$ cat config.mk
export PLATFORM = sky130hd
export DESIGN_NAME = cache_refill_ctrl
export DESIGN_NICKNAME = d
export VERILOG_FILES = /design/src/rtl/cache_refill_ctrl.sv
export SDC_FILE = /design/constraint.sdc
export NUM_CORES = 1
export LEC_CHECK = 0
export CORE_MARGIN = 3
export CORE_UTILIZATION = 53
export CTS_CLUSTER_DIAMETER = 100
export CTS_CLUSTER_SIZE = 40
export DETAILED_ROUTE_END_ITERATION = 10
export HOLD_SLACK_MARGIN = 0.05
export PLACE_DENSITY = 0.76
export RECOVER_POWER = 100
export SLEW_MARGIN = 20
export SYNTH_ARGS = -nofsm -noshare
export SYNTH_HDL_FRONTEND = slang
export SYNTH_SLANG_ARGS = --single-unit
$ cat constraint.sdc
create_clock -name clk_i -period 4.1 [get_ports clk_i]
set_clock_uncertainty 0.2 [all_clocks]
set_input_delay 0.615 -clock clk_i [delete_from_list [all_inputs] [get_ports clk_i]]
set_output_delay 0.615 -clock clk_i [all_outputs]
set_load 0.01 [all_outputs]
$ cat src/rtl/cache_refill_ctrl.sv
// rtl/cache_refill_ctrl.sv - direct-mapped cache lookup and line refill sequencer
module cache_refill_ctrl #(
    parameter int ADDR_W     = 32,
    parameter int DATA_W     = 8,
    parameter int LINE_WORDS = 4,
    parameter int NUM_LINES  = 16,
    localparam int OFF_W     = $clog2(LINE_WORDS),
    localparam int IDX_W     = $clog2(NUM_LINES),
    localparam int TAG_W     = ADDR_W - IDX_W - OFF_W
) (
    input  logic                   clk_i,
    input  logic                   rst_ni,
    input  logic                   req_valid_i,
    output logic                   req_ready_o,
    input  logic [ADDR_W-1:0]      req_addr_i,
    output logic                   resp_valid_o,
    output logic [DATA_W-1:0]      resp_data_o,
    input  logic                   flush_i,
    output logic                   arr_we_o,
    output logic [IDX_W+OFF_W-1:0] arr_addr_o,
    output logic [DATA_W-1:0]      arr_wdata_o,
    input  logic [DATA_W-1:0]      arr_rdata_i,
    output logic                   mem_req_valid_o,
    input  logic                   mem_req_ready_i,
    output logic [ADDR_W-1:0]      mem_addr_o,
    input  logic                   mem_rvalid_i,
    input  logic [DATA_W-1:0]      mem_rdata_i,
    output logic [15:0]            hit_cnt_o,
    output logic [15:0]            miss_cnt_o
);

    typedef enum logic [2:0] {IDLE, LOOKUP, MISS_REQ, REFILL, RESPOND} state_t;

    state_t               state;
    logic [TAG_W-1:0]     tag_q;
    logic [IDX_W-1:0]     idx_q;
    logic [OFF_W-1:0]     off_q;
    logic [OFF_W-1:0]     cnt;
    logic [DATA_W-1:0]    resp_q;
    logic [NUM_LINES-1:0] valid;
    logic [TAG_W-1:0]     tags [NUM_LINES];
    logic                 flush_pend;
    logic [15:0]          hit_cnt;
    logic [15:0]          miss_cnt;

    logic flush_any;
    logic hit;
    logic beat;
    logic last_beat;

    assign flush_any = flush_i | flush_pend;
    assign hit       = valid[idx_q] && (tags[idx_q] == tag_q);
    assign beat      = (state == REFILL) && mem_rvalid_i;
    assign last_beat = beat && (cnt == OFF_W'(LINE_WORDS - 1));

    always_ff @(posedge clk_i or negedge rst_ni) begin
        if (!rst_ni) begin
            state      <= IDLE;
            tag_q      <= '0;
            idx_q      <= '0;
            off_q      <= '0;
            cnt        <= '0;
            resp_q     <= '0;
            valid      <= '0;
            flush_pend <= 1'b0;
            hit_cnt    <= '0;
            miss_cnt   <= '0;
        end else begin
            case (state)
                IDLE: begin
                    // A flush always wins over a request presented in the same cycle
                    if (flush_any) begin
                        valid      <= '0;
                        flush_pend <= 1'b0;
                    end else if (req_valid_i) begin
                        tag_q <= req_addr_i[ADDR_W-1:IDX_W+OFF_W];
                        idx_q <= req_addr_i[IDX_W+OFF_W-1:OFF_W];
                        off_q <= req_addr_i[OFF_W-1:0];
                        state <= LOOKUP;
                    end
                end
                LOOKUP: begin
                    if (hit) begin
                        if (hit_cnt != 16'hFFFF) hit_cnt <= hit_cnt + 16'd1;
                        state <= IDLE;
                    end else begin
                        if (miss_cnt != 16'hFFFF) miss_cnt <= miss_cnt + 16'd1;
                        state <= MISS_REQ;
                    end
                end
                MISS_REQ: begin
                    if (mem_req_ready_i) begin
                        cnt   <= '0;
                        state <= REFILL;
                    end
                end
                REFILL: begin
                    if (mem_rvalid_i) begin
                        cnt <= cnt + 1'b1;
                        if (cnt == off_q) resp_q <= mem_rdata_i;
                        if (last_beat) begin
                            valid[idx_q] <= 1'b1;
                            state        <= RESPOND;
                        end
                    end
                end
                RESPOND: state <= IDLE;
                default: state <= IDLE;
            endcase
            // Flushes seen mid-operation are deferred to the next IDLE cycle
            if (flush_i && state != IDLE) flush_pend <= 1'b1;
        end
    end

    always_ff @(posedge clk_i) begin
        if (last_beat) tags[idx_q] <= tag_q;
    end

    always_comb begin
        req_ready_o     = (state == IDLE) && !flush_any;
        resp_valid_o    = ((state == LOOKUP) && hit) || (state == RESPOND);
        resp_data_o     = '0;
        if (state == RESPOND)
            resp_data_o = resp_q;
        else if ((state == LOOKUP) && hit)
            resp_data_o = arr_rdata_i;
        arr_we_o        = beat;
        arr_wdata_o     = beat ? mem_rdata_i : '0;
        // Read address is combinational in IDLE so the array read launches on the accept cycle
        if (state == IDLE)
            arr_addr_o  = req_addr_i[IDX_W+OFF_W-1:0];
        else if (state == REFILL)
            arr_addr_o  = {idx_q, cnt};
        else
            arr_addr_o  = {idx_q, off_q};
        mem_req_valid_o = (state == MISS_REQ);
        mem_addr_o      = (state == MISS_REQ) ? {tag_q, idx_q, {OFF_W{1'b0}}} : '0;
    end

    assign hit_cnt_o  = hit_cnt;
    assign miss_cnt_o = miss_cnt;

endmodule

Word level (Yosys, flattened, before mapping)

Memories as Yosys holds them, arrays and structs flattened.
Index checks and enable logic that the tools add are counted.

Register bits: 94
Latch bits: 0
RAM bits: 416
Bits in read-only memories: 0
Output and inout port bits: 90
Word-level logic and storage cells: 87
Memories kept: 1

Add/subtract/negate cells: 3
Multiply operators: 0
Div/mod/pow operators: 0
$lt $le $gt $ge: 2
Equal/unequal tests: 15
Shifts and indexed selects: 0
Muxes and demuxes: 29
Bitwise logic cells: 4
Reduce and logical (&&, ||, !) cells: 23

Memories:

| name | words | bits a word | read ports | clocked after Yosys merged registers in | wr ports | line | text |
|---|---|---|---|---|---|---|---|
| tags | 16    | 26          | 1          | 0                                       | 1        | 41   | `logic [TAG_W-1:0] tags [NUM_LINES];` |

Operator list:

| cell                    | number |
|---|---|
| $mux W16                | 3 |
| $add A16 B1 Y16 const B | 2 |
| $mux W32                | 1 |
| $ne A16 B16 Y1 const B  | 2 |
| $pmux W16 S2            | 1 |
| $eq A26 B26 Y1          | 1 |
| $mux W8                 | 3 |
| $or A16 B16 Y16         | 1 |
| $mux W3                 | 5 |
| $reduce_and A3 Y1       | 5 |
| $pmux W3 S4             | 1 |
| $ne A2 B2 Y1 const B    | 5 |
| $mux W2                 | 4 |
| $reduce_bool A2 Y1      | 4 |
| $logic_and A1 B1 Y1     | 7 |
| $mux W1                 | 7 |
| $eq A3 B2 Y1 const B    | 2 |
| $mux W6                 | 1 |
| $lt A4 B5 Y1 const B    | 1 |
| $reduce_and A5 Y1       | 1 |
| $bmux W1 S4             | 1 |
| $demux W1 S4            | 1 |
| $ge A4 B1 Y1 const B    | 1 |
| $pmux W2 S2             | 1 |
| other kinds (14)        | 15 |

Depth between registers and ports, before layout

Gate-level depths: netlist of the first run.

Depth in word-level cells: 8
Depth in mapped cells: 15

Worst setup path before layout of the first run

No wires, ideal clock.

Path kind: register -> register
Start point: register idx_q[2]
End point: memory tags[3][0] (netlist bit), enable pin
Setup time: 0.444 ns
Arrival time: 3.187 ns
Data required time: 3.456 ns
Slack: 0.269 ns
Stages on the path, launching flop included: 7
Clock period less this slack: 3.831 ns
Cell sequence: dfrtp_1 buf_2 buf_2 buf_1 buf_1 clkbuf_1 nor3_1

RTL lines:

| what                   | line | text |
|---|---|---|
| start, declared        | 36   | `logic [IDX_W-1:0] idx_q;` |
| start signal, assigned | 77   | `idx_q <= req_addr_i[IDX_W+OFF_W-1:OFF_W];` |
| end, declared          | 41   |  |

No word-level cell before the write port.

Worst setup path after layout of the first run

Start point: register idx_q[0]
End point: output resp_data_o[1]

Longest elaborated chain between the ends: 6
Elaborated cells between the ends (all ways): 8

Ends and longest elaborated chain:

| what                                                  | line | text |
|---|---|---|
| $mem_v2 Z16 W26 / $bmux W1 S4 (equally long branches) | n/a  |  |
| $eq A26 B26 Y1 / $mux W1 (equally long branches)      | 52   | `assign hit = valid[idx_q] && (tags[idx_q] == tag_q);` |
| $logic_and A1 B1 Y1 (*)                               | 52   |  |
| $logic_and A1 B1 Y1 (*)                               | 125  | `else if ((state == LOOKUP) && hit)` |
| $mux W8 (*)                                           | 125  |  |
| $mux W8 (*)                                           | 123  | `if (state == RESPOND)` |
| end, declared                                         | 17   | `output logic [DATA_W-1:0] resp_data_o,` |

Every way passes the cells marked *; elsewhere a longest branch is shown, timed or not. The select of a mux whose other input is x is not followed.

==> results by group, run 1 <==
STA
  • RSZ-0062 raised after global routing: yes
  • Worst slew margin: -16.2%
  • Fin Setup TNS: -4.25 ns
  • Slew Viols, Final: 62
  • Slew @ Worst Pin: 1.74 ns
  • Final hold violation count: 0
  • F_max: approximately 220 MHz
  • Part of the cycle the worst path needs: 112%
  • Endpoints failing setup: 9
  • Final setup margin: -0.498 ns
  • Fin crit period: about 4.6 ns

Floorplan
  • Ports: between 100 and 150
  • Die area: roughly 43000 um2
  • Initial Util: a little over half
  • Core Region: about 39000 um2
  • Rows: approximately 70
  • Die H: 207 um
  • Die Width: slightly above 200 um

Logic synthesis
  • Number of synthesized register bits: approximately 500
  • Number of distinct library cells after synthesis: 63
  • Post-synth ARST share: between 10% and 20%
  • Sequential area share after synthesis: approximately 70%
  • Synthesized area per cell: 17.0 um2
  • Main flop type after synthesis: edfxtp_1
  • Cells after Synth: approximately 1300
  • Yosys warning count: 0
  • EDFF count, synth: between 400 and 500
  • Cell Area, Synth: between 20000 and 25000 um2

CTS
  • Total CTS buffers: 17
  • Clk root buf: clkbuf_16
  • Reg clk slew, reported paths: 0.14 ns
  • Later-pin clock latency in the skew report: 0.56 ns
  • Clock tree buffer depth: 3
  • H-tree lvl count: 1
  • CTS tree: built
  • Sink Count: 510

Status
  • Outcome: finished with violations
  • Failing checks: capacitance limit, slew limit, setup timing

Run
  • MaxCap Viol Count: 1

Finish
  • Final Util: 64.1%
  • ANT cells: 0
  • Finished Cell Area: roughly 25000 um2
  • Layout cell share with drive strength beyond 1: 22.9%
  • P&R area growth vs syn: 17.6%
  • Final #Nets: about 1600
  • Finished Layout Cells: between 2000 and 2500

Global route
  • Total gr overflow: 0
  • Initial antenna violation count: 1
  • Met1 Use GR: ~36%
  • Total Routing Usage GR: between 20 and 30%
  • Grt met3 use: under 10%
  • Busiest grt layer: met2
  • Met2 Resource Use GR: between 40% and 50%
  • Global-route wire length before repair: around 80 mm
  • Vias in the first global route: 12900
  • Largest net degree at the start of global routing: 62

Setup path
  • Crit path capture type: output pin
  • Arrival time worst endpoint: about 3.8 ns
  • CP Cell Sequence: buf_8, bufbuf_16, buf_4, mux2i_1, o22a_1, o211ai_1, a21oi_1, o21ai_1, a2111oi_2, buf_4, nand3_4, nor2_4, buf_6, a22o_1, buf_2
  • Worst Setup Path Type: register to output pin
  • CP Buf/Inv Count: 6
  • Slowest stage delay, CP: around 0.55 ns
  • Most used cell, CP: buf_4
  • Critical Path RT: about 3.3 ns
  • Crit start category: register
  • Crit-path max FO: 8
  • CP delay by family, top: compound AO/OA/AOI/OAI gates
  • CP max-delay cell: dfrtp_4

Route
  • Vias per cell: roughly 6.2
  • DRC viols: 0
  • DRT iter0 DRCs: around 1400
  • Antenna Violating Nets Remaining: 0
  • Drt total wl: between 50 and 60 mm
  • Router iterations before antenna repair: 5
  • Via count: 12700
  • Post-DR wirelength/cell: approximately 26 um

Placement
  • Post-Place Cells: about 2000
  • Placed cell area: between 20000 and 25000 um2
  • Hpwl dp: ~35 mm
  • Placer congestion estimate: 0.931
  • # port buffers: ~140

Pwr
  • Total power: between 10 and 15 mW
  • Leak: 8.89 nW
  • Power Density: roughly 590 nW/um2
  • Max rail drop VDD: 0.000497 V

Hold path
  • Min-Delay Path Class: register to register
[sequential cells by signal, indices dropped and copies added (netlist names)]
name / count
cnt: 2
flush_pend: 1
hit_cnt_o: 16
idx_q: 4
miss_cnt_o: 16
off_q: 2
resp_q: 8
state: 3
tag_q: 26
tags: 416
valid: 16
[cells in the mapped netlist, types with 7 or more instances]
cell type,n,area [um2]
edfxtp_1,416,12500
dfrtp_1,94,2350
mux2i_1,82,821
mux4_2,78,1760
mux2_2,58,653
nor2_1,55,206
nand2_1,47,176
and2_1,45,282
xnor2_1,32,280
nand3_1,27,135
clkbuf_1,22,82.6
buf_2,19,95.1
nor3_1,19,95.1
xor2_1,18,158
nand4_1,16,100
inv_1,15,56.3
a21oi_1,14,70.1
a22o_1,14,123
a22oi_1,14,105
buf_6,12,135
nor2b_1,12,75.1
o22ai_1,12,75.1
nand2b_1,11,68.8
a221oi_1,10,87.6
and3_1,10,62.6
o21ai_0,10,50.1
o22a_1,7,61.3
[worst paths after layout]
kind | startpoint | to | slack, ns | depth (start not counted)
min in group asynchronous | rst_ni | hit_cnt_o[0] | 0.84 | 2
worst max register to register | state[2] | tags[14][22] | 0.05 | 7
worst min-delay path | miss_cnt_o[8] | miss_cnt_o[8] | 0.30 | 1
max in group asynchronous | rst_ni | resp_q[2] | 1.18 | 3
worst min register to register | miss_cnt_o[8] | miss_cnt_o[8] | 0.30 | 1
worst max-delay path | idx_q[0] | resp_data_o[1] | -0.50 | 15
[area by class of cell]
| cell class | instances | area (um2) |
|---|---|---|
| Clock buffer | 25 | 455 |
| Clock inverter | 4 | 66.3 |
| Fill cell | 2744 | 14100 |
| Inverter | 17 | 63.8 |
| Multi-Input combinational cell | 663 | 6280 |
| Sequential cell | 510 | 14900 |
| Tap cell | 518 | 648 |
| Timing Repair Buffer | 315 | 2730 |
[placed cells by master (no fill, tap or decap), types with 13 or more instances in the layout]
master,n
edfxtp_1,416
buf_4,92
dfrtp_1,90
clkdlybuf4s50_1,81
mux4_2,78
mux2i_1,77
mux2_2,57
dlygate4sd3_1,51
nor2_1,47
nand2_1,46
clkbuf_1,46
xnor2_1,32
and2_0,27
nand3_1,26
clkbuf_2,19
and2_1,18
nor3_1,18
xor2_1,18
clkbuf_16,17
nand4_1,16
inv_1,15
a22oi_1,14
a22o_1,14
a21oi_1,13
[per-stage QoR]
step	worst slack (ns)	hold slack, ns
2_1_floorplan	0.269	0.119
3_3_place_gp	-0.340	0.276
3_5_place_dp	-0.449	0.281
4_1_cts	-0.469	0.303
5_1_grt	-0.652	0.317
6_report	-0.498	0.302
[power breakdown]
| part | internal [mW] | switching (mW) |
|---|---|---|
| registers | 6.35 | 0.412 |
| clock network | 0.824 | 1.48 |
| logic | 2.66 | 3.00 |
[per-layer routing]
layer / up-vias / wire, um
li1: 5429 / -
met1: 6475 / 21200
met2: 721 / 25700
met3: 124 / 4950
met4: 0 / 1860
met5: - / 0
[logic make-up (layout without fill, tap and decap cells)]
kind of cell    after synthesis  after routing  share of synthesized area, %
simple gates                275            275                          6.94
xor+xnor                     50             50                          2.05
buf+inv                      82            361                          2.08
flops                       510            510                          69.6
mux                         218            218                          15.1
fa+ha+maj                     3              3                         0.176
compound gates              115            115                          4.04
other cells                   1              2                        0.0176
[what timing repair did]
item	4_1_cts	5_1_grt
pin swaps	13	9
buffers inserted	14	1
resized for setup	65	19
endpoints found under the hold margin	59	0
gates cloned	3	0
setup endpoints to repair	10	13
hold buffers	1	0
Note: power is estimated with default switching activity, not from simulation.
==> inputs of run 2 (changes only) <==
--- a/config.mk
+++ b/config.mk
@@ -13,7 +13,6 @@
 export HOLD_SLACK_MARGIN = 0.05
 export PLACE_DENSITY = 0.76
 export RECOVER_POWER = 100
-export SLEW_MARGIN = 20
 export SYNTH_ARGS = -nofsm -noshare
 export SYNTH_HDL_FRONTEND = slang
 export SYNTH_SLANG_ARGS = --single-unit
==> results of run 2 <==
Same layout as run 1: the final DEF is identical, and so are final timing and power.
==> inputs of run 3 (changes only) <==
--- a/config.mk
+++ b/config.mk
@@ -5,6 +5,7 @@
 export SDC_FILE = /design/constraint.sdc
 export NUM_CORES = 1
 export LEC_CHECK = 0
+export CAP_MARGIN = 15
 export CORE_MARGIN = 3
 export CORE_UTILIZATION = 53
 export CTS_CLUSTER_DIAMETER = 100
==> results of run 3 <==
Same layout as run 1: the final DEF is identical, and so are final timing and power.
